<file path="src/rtl/stopwatch_ctrl.sv">
// Stopwatch control FSM: turns debounced buttons and divided ticks into
// clear/increment commands for the counter datapath and blink enables for the display.
module stopwatch_ctrl #(
  parameter int BLINK_TICKS   = 1,
  parameter int SEL_SEC_VALUE = 1
) (
  input  logic clk,
  input  logic rst,
  input  logic btn_rst,
  input  logic btn_pause,
  input  logic sel,
  input  logic adj,
  input  logic tick_1hz,
  input  logic tick_2hz,
  input  logic sec_at_max,
  output logic clr,
  output logic sec_inc,
  output logic min_inc,
  output logic running,
  output logic adj_mode,
  output logic blink_sec,
  output logic blink_min
);

  // state  | meaning
  // S_RUN    | counting seconds on tick_1hz
  // S_PAUSED | frozen, ticks discarded
  // S_ADJ    | manual field adjust on tick_2hz, selected field blinks
  typedef enum logic [1:0] {S_RUN, S_PAUSED, S_ADJ} state_t;

  state_t     state, state_nxt;
  logic       paused_f, paused_nxt;
  logic       rst_prev, pause_prev;
  logic       rst_edge, pause_edge, sel_sec;
  logic       clr_nxt, sec_nxt, min_nxt;
  logic       phase, phase_nxt;
  logic [3:0] cnt, cnt_nxt;

  always_comb begin
    rst_edge   = btn_rst & ~rst_prev;
    pause_edge = btn_pause & ~pause_prev;
    sel_sec    = (sel == 1'(SEL_SEC_VALUE));
    state_nxt  = state;
    paused_nxt = paused_f;
    clr_nxt    = 1'b0;
    sec_nxt    = 1'b0;
    min_nxt    = 1'b0;
    phase_nxt  = phase;
    cnt_nxt    = cnt;

    // A clear always suppresses the increment of the same cycle.
    if (rst_edge) begin
      clr_nxt    = 1'b1;
      paused_nxt = 1'b0;
      state_nxt  = (state == S_ADJ && adj) ? S_ADJ : S_RUN;
    end else begin
      case (state)
        S_ADJ: begin
          if (!adj) begin
            state_nxt = paused_f ? S_PAUSED : S_RUN;
          end else if (tick_2hz) begin
            sec_nxt = sel_sec;
            min_nxt = ~sel_sec;
          end
        end
        default: begin
          if (adj) begin
            state_nxt = S_ADJ;
          end else if (pause_edge) begin
            paused_nxt = ~paused_f;
            state_nxt  = (state == S_RUN) ? S_PAUSED : S_RUN;
          end else if (state == S_RUN && tick_1hz) begin
            sec_nxt = 1'b1;
            min_nxt = sec_at_max;
          end
        end
      endcase
    end

    // Blink phase only lives while staying in ADJ; any entry or exit restarts it.
    if (state != S_ADJ || state_nxt != S_ADJ) begin
      phase_nxt = 1'b0;
      cnt_nxt   = 4'd0;
    end else if (tick_2hz) begin
      if (cnt + 4'd1 == 4'(BLINK_TICKS)) begin
        phase_nxt = ~phase;
        cnt_nxt   = 4'd0;
      end else begin
        cnt_nxt = cnt + 4'd1;
      end
    end
  end

  always_ff @(posedge clk) begin
    if (rst) begin
      state      <= S_RUN;
      paused_f   <= 1'b0;
      rst_prev   <= 1'b1;
      pause_prev <= 1'b1;
      phase      <= 1'b0;
      cnt        <= 4'd0;
      clr        <= 1'b1;
      sec_inc    <= 1'b0;
      min_inc    <= 1'b0;
      running    <= 1'b1;
      adj_mode   <= 1'b0;
      blink_sec  <= 1'b0;
      blink_min  <= 1'b0;
    end else begin
      state      <= state_nxt;
      paused_f   <= paused_nxt;
      rst_prev   <= btn_rst;
      pause_prev <= btn_pause;
      phase      <= phase_nxt;
      cnt        <= cnt_nxt;
      clr        <= clr_nxt;
      sec_inc    <= sec_nxt;
      min_inc    <= min_nxt;
      running    <= (state_nxt == S_RUN);
      adj_mode   <= (state_nxt == S_ADJ);
      blink_sec  <= phase_nxt & sel_sec;
      blink_min  <= phase_nxt & ~sel_sec;
    end
  end

endmodule

</file>
<file path="config.mk">
export PLATFORM = sky130hd
export DESIGN_NAME = stopwatch_ctrl
export DESIGN_NICKNAME = d
export VERILOG_FILES = /design/src/rtl/stopwatch_ctrl.sv
export SDC_FILE = /design/constraint.sdc
export NUM_CORES = 1
export LEC_CHECK = 0
export ABC_CLOCK_PERIOD_IN_PS = 1900
export CORE_MARGIN = 4
export CORE_UTILIZATION = 45
export DETAILED_ROUTE_END_ITERATION = 6
export GPL_ROUTABILITY_DRIVEN = 1
export PLACE_DENSITY = 0.72
export SLEW_MARGIN = 20
export SYNTH_ARGS = -nofsm -noshare
export SYNTH_HDL_FRONTEND = slang
export SYNTH_SLANG_ARGS = --single-unit
</file>
<file path="constraint.sdc">
create_clock -name clk -period 1.9 [get_ports clk]
set_clock_uncertainty 0.2 [all_clocks]
set_input_delay 0.475 -clock clk [delete_from_list [all_inputs] [get_ports clk]]
set_output_delay 0.475 -clock clk [all_outputs]
set_load 0.02 [all_outputs]
</file>
==> flow_summary.yaml, run 1 <==
timing:
  period_minus_slack_ns: 1.65
  period_share_pct: 86.8
  grt_setup_unrepaired: "false"
  relSlewSlack_pct: 82.3
  hold_viol: 0
  setup_viol: 0
  fin_ws_ns: 0.250
  tightest_slew_ns: 0.264
  fin_setup_tns_ns: 0
  slew_violations: 0
  max_freq_ghz: 0.606
logic_synthesis:
  synthCells: 81
  synthesis.nets: 92
  synth-seq-cells: 17
  synth-seq-area-share_pct: 44.3
  yosys.cell_types.count: 32
  synth_area_per_cell_sq_um: 9.48
  syn-cell-area_sq_um: 768
  ys_warn_count: 0
drt:
  wl_met1_um: 666
  vias: 611
  viasPerCell: 5.18
  drtIter0Drc: 15
  route.detailed.drc: 0
  wire_per_inst_um: 11.6
  dr.pass1.iters: 4
  routed_wirelength_um: 1370
  ant_nets: 0
  wl_met2_um: 577
  top_layer: "met4"
  wl_met3_um: 87
layout:
  register_area_sq_um: 340
  area_growth_pct: 29.5
  multi_input_area_sq_um: 388
  diodes: 0
  fin_nets: 114
  fillers: 131
  layout-drive-gt1-share_pct: 14.7
critical_path:
  slowest_delay_ns: 0.62
  cp_data_arrival_time_ns: 1.68
  r2r_cells: 5
  worst_setup_path_start_kind: "input pin"
  worstPathCellList: "clkdlybuf4s50_1, nand4bb_4, nor2_1, nand4b_2, a21oi_1"
  cp_slowest_cell: "clkdlybuf4s50_1"
  required_ns: 1.93
  critPathMaxFanout: 6
  critical_path_class: "in2reg"
  cp-end-kind: "register"
job:
  drv_cap: 0
clock_network:
  ctsHoldBuffers: 0
  cts.path.max_buffers: 2
  root_buffer: "clkbuf_4"
  cts_resized: 2
  cts_num_sinks: 17
  post_cts_buffers: 0
  cts_tree: "done"
  clk_latency_ns: 0.29
  ctsHtreeMaxLevel: 1
  numCtsBuffers: 3
  cts.clk_slew.worst_paths_ns: 0.10
global_route:
  grt_pass1_vias: 561
  track_usage_pct: 12.8
  grt_max_degree: 10
  antenna_found_initial: 0
  grt_pass1_wl_um: 2370
  gr-total-overflow: 0
placement:
  post-place-ws_ns: -0.0547
  place.gp.congestion: 0.703
  hpwl_um: 1050
  port-buffer-count: 15
floorplanning:
  num_rows: 14
  die-area_sq_um: 2430
  core_area_sq_um: 1560
  die_h_um: 49.3
  die_w_um: 49.3
  initial_core_util_pct: 49.3
  ios: 16
power_and_ir_drop:
  ir_worst_vdd_mv: 0.413
  leakage_uw: 0.000458
  pwr_density_cell_nw_per_um2: 649
  finalPower_uw: 646
hold_path:
  hold_path_class: "reg2reg"
  min_delay_path_depth: 2
status:
  status: "completed"
-- cell usage after synthesis --
master      n  share of area (%)
dfxtp_1    17                 44
nor2_1     10                4.9
inv_1       8                3.9
a21oi_1     6                3.9
nand2_1     3                1.5
nand2b_1    3                2.4
buf_2       2                1.3
ha_1        2                3.3
mux2i_1     2                2.6
nand4_1     2                1.6
nand4b_1    2                2.3
o21ai_1     2                1.3
or2_2       2                1.6
xor2_1      2                2.3
a211oi_1    1               0.98
a21bo_1     1                1.3
a21boi_1    1               0.98
a22oi_1     1               0.98
a41oi_2     1                2.1
and2_1      1               0.81
nand3_1     1               0.65
nand3b_1    1               0.98
nand4b_2    1                2.0
nand4bb_4   1                3.6
nor2b_2     1                1.1
nor3_1      1               0.65
nor3_2      1                1.3
o211ai_1    1               0.98
o22ai_1     1               0.81
o31ai_2     1                1.6
or2_1       1               0.81
xnor2_1     1                1.1
-- layout by cell type, fill, tap and decap left out, types with 3 or more instances in the layout --
master           count
nand2b_1             3
nand2_1              3
dlymetal6s2s_1       5
buf_4                4
nor2_1              10
inv_1                8
clkbuf_4             3
clkdlybuf4s50_1      8
dfxtp_1             17
a21oi_1              6
-- kinds of logic (layout without fill, tap and decap cells) --
group / Yosys count / after routing / synth area share (%)
fa+ha+maj: 2 / 2 / 3.26
compound gates: 16 / 16 / 15.0
xor+xnor: 3 / 3 / 3.42
flops: 17 / 17 / 44.3
mux: 2 / 2 / 2.61
simple gates: 31 / 31 / 26.2
buf+inv: 10 / 31 / 5.21
-- power by group --
group	total, uW	switching, uW	internal [uW]
registers	373	5.42	367
clock network	194	112	81.6
logic	79.5	37.2	42.2
-- worst paths after layout --
path,slack [ns],endpoint,startpoint
max,0.25,blink_min,adj
min,0.33,state[0],paused_f
max reg2reg,0.30,blink_min,cnt[0]
min reg2reg,0.33,state[0],paused_f
-- routing by layer --
layer	global-route usage, %	vias to the layer above
li1	-	320
met1	16.1	269
met2	18.1	17
met3	4.28	5
met4	8.53	0
met5	0	-
-- flip-flops by register name (all words and copies together), names as in the netlist --
signal / flops
clr: 1
pause_prev: 1
sec_inc: 1
blink_min: 1
min_inc: 1
blink_sec: 1
cnt: 4
phase: 1
paused_f: 1
adj_mode: 1
state: 2
rst_prev: 1
running: 1
-- layout make-up --
| type | count | area share (%) |
|---|---|---|
| inverter | 8 | 3.02 |
| multi-input combinational | 54 | 39.0 |
| sequential | 17 | 34.2 |
| tap | 16 | 2.01 |
| clock buffer | 4 | 2.64 |
| timing repair buffer | 19 | 19.1 |
-- worst max-delay path: cells and delay by family --
kind | cells | cell delay, ns
buffers and inverters | 1 | 0.62
and+or+nand+nor | 3 | 0.43
AOI/OAI and AO/OA | 1 | 0.16
-- stage by stage --
step | cells | util (%) | hold slack, ns | cell area [sq um]
floorplan | 81 | - | 0.292 | 768
global placement | 114 | 61.5 | 0.314 | 958
detailed placement | 114 | 61.5 | 0.320 | 958
CTS | 118 | 63.0 | 0.331 | 982
global route | 118 | 63.8 | 0.371 | 995
finish | 118 | 63.8 | 0.328 | 995
(Power assumes the default switching activity.)
==> inputs of run 2 (changes only) <==
--- a/config.mk
+++ b/config.mk
@@ -10,2 +10,3 @@
 export CORE_UTILIZATION = 45
+export CTS_CLUSTER_DIAMETER = 120
 export DETAILED_ROUTE_END_ITERATION = 6
@@ -13,3 +14,2 @@
 export PLACE_DENSITY = 0.72
-export SLEW_MARGIN = 20
 export SYNTH_ARGS = -nofsm -noshare
--- a/constraint.sdc
+++ b/constraint.sdc
@@ -4,2 +4,2 @@
 set_output_delay 0.475 -clock clk [all_outputs]
-set_load 0.02 [all_outputs]
+set_load 0.01 [all_outputs]
==> flow_summary.yaml, run 2 (synthesis results as in run 1) <==
critical_path:
  path_delay_family: "buffers and inverters"
  worstReg2RegEnd: "blink_min"
  required_ns: 1.22
  worstPathCellList: "clkdlybuf4s50_1"
  r2r_cells: 5
  path_buf_inv: 1
  critPathMaxFanout: 1
  cp_data_arrival_time_ns: 1.15
  regToRegSetupSlack_ns: 0.30
  r2r-start: "cnt[0]"
  critical_path_class: "reg2out"
  worst_setup_path_start_kind: "register"
  cp.depth: 1
  endpoint: "adj_mode"
  cp_slowest_cell: "clkdlybuf4s50_1"
  cp-end-kind: "output pin"
  cp-startpoint: "adj_mode"
  slowest_delay_ns: 0.53
floorplanning:
  die_w_um: 49.3
  core_area_sq_um: 1560
  die-area_sq_um: 2430
  die_h_um: 49.3
  num_rows: 14
  ios: 16
  initial_core_util_pct: 49.3
timing:
  max_freq_ghz: 0.549
  slew_violations: 0
  relSlewSlack_pct: 82.3
  setup_viol: 0
  tightest_slew_ns: 0.265
  fin_ws_ns: 0.0794
  period_share_pct: 95.8
  grt_setup_unrepaired: "false"
  hold_viol: 0
  period_minus_slack_ns: 1.82
layout:
  multi_input_area_sq_um: 388
  final_cell_mix: "17 x dfxtp_1, 15 x clkdlybuf4s50_1, 10 x nor2_1, 8 x inv_1, 6 x a21oi_1"
  regMostFlops: "cnt"
  fin_area_sq_um: 985
  area_growth_pct: 28.2
  fin_nets: 114
  reg_top3: "cnt (4), state (2)"
  stdcell_count: 118
  register_area_sq_um: 340
  layout-drive-gt1-share_pct: 14.7
  diodes: 0
  final_common_cell: "dfxtp_1"
  final_util_pct: 63.2
  fillers: 132
  largest_reg_flops: 4
global_route:
  gr-total-overflow: 0
  track_usage_pct: 12.8
  grt_pass1_vias: 561
  grt_max_degree: 10
  antenna_found_initial: 0
  grt_pass1_wl_um: 2370
job:
  drv_cap: 0
power_and_ir_drop:
  power_frac_comb_pct: 12.1
  swShare_pct: 23.1
  p_seq_share_pct: 58.1
  finalPower_uw: 642
  leakage_uw: 0.000375
  power.clock.fraction_pct: 29.9
  pwr_density_cell_nw_per_um2: 652
  p_switching_uw: 148
  p_int_uw: 494
  ir_worst_vdd_mv: 0.408
placement:
  post-place-ws_ns: -0.0547
  place.gp.congestion: 0.703
  port-buffer-count: 15
  dpl_cell_area_sq_um: 958
  dp.cells: 114
  hpwl_um: 1050
drt:
  route.detailed.drc: 0
  viasPerCell: 5.24
  ant_nets: 0
  wire_per_inst_um: 11.5
  drtIter0Drc: 15
  dr.pass1.iters: 4
  routed_wirelength_um: 1350
  vias: 618
clock_network:
  cts_tree: "done"
  ctsHtreeMaxLevel: 1
  cts_resized: 0
  ctsHoldBuffers: 0
  cts.path.max_buffers: 2
  post_cts_buffers: 0
  cts.clk_slew.worst_paths_ns: 0.09
  clk_latency_ns: 0.29
  cts_num_sinks: 17
  numCtsBuffers: 3
  root_buffer: "clkbuf_4"
hold_path:
  hold_path_class: "reg2reg"
  min_delay_path_depth: 2
status:
  status: "completed"
## run 2: cell types whose count changed in the layout (fill, tap and decap cells not counted)
cell and delta:
dlymetal6s2s_1 -5, clkdlybuf4s50_1 +7, dlygate4sd2_1 -2
## run 2: layout make-up
| class | instances | area share, % |
|---|---|---|
| multi-input combinational | 54 | 39.4 |
| clock buffer | 4 | 2.67 |
| inverter | 8 | 3.05 |
| timing repair buffer | 19 | 18.3 |
| sequential | 17 | 34.6 |
| tap | 16 | 2.03 |
## run 2: stage by stage
stage | hold slack, ns | setup TNS, ns
detailed placement | 0.320 | -0.121
global placement | 0.314 | -0.0283
floorplan | 0.292 | 0
CTS | 0.331 | 0
finish | 0.329 | 0
global route | 0.371 | 0
## run 2: worst min-delay path by stage
stage,end,from,slack [ns]
floorplan,cnt[0],cnt[0],0.29
global placement,cnt[0],cnt[0],0.31
detailed placement,state[0],paused_f,0.32
CTS,state[0],paused_f,0.33
global route,state[0],paused_f,0.37
finish,state[0],paused_f,0.33
## run 2: metal layers
layer,track usage (%),routed length [um],vias to the layer above
met1,16.1,649,274
met3,4.28,90,5
met4,8.53,40,0
li1,-,-,320
met2,18.1,571,19
met5,0,0,-
## run 2: power by group through the flow
| stage | clock [uW] | sequential (uW) | combinational, uW |
|---|---|---|---|
| 6_report | 192 | 373 | 77.4 |
| 5_1_grt | 218 | 375 | 84.9 |
| 4_1_cts | 200 | 373 | 78.2 |
| 3_5_place_dp | 0 | 381 | 77.8 |
| 3_3_place_gp | 0 | 381 | 77.9 |
| 2_1_floorplan | 0 | 384 | 34.2 |
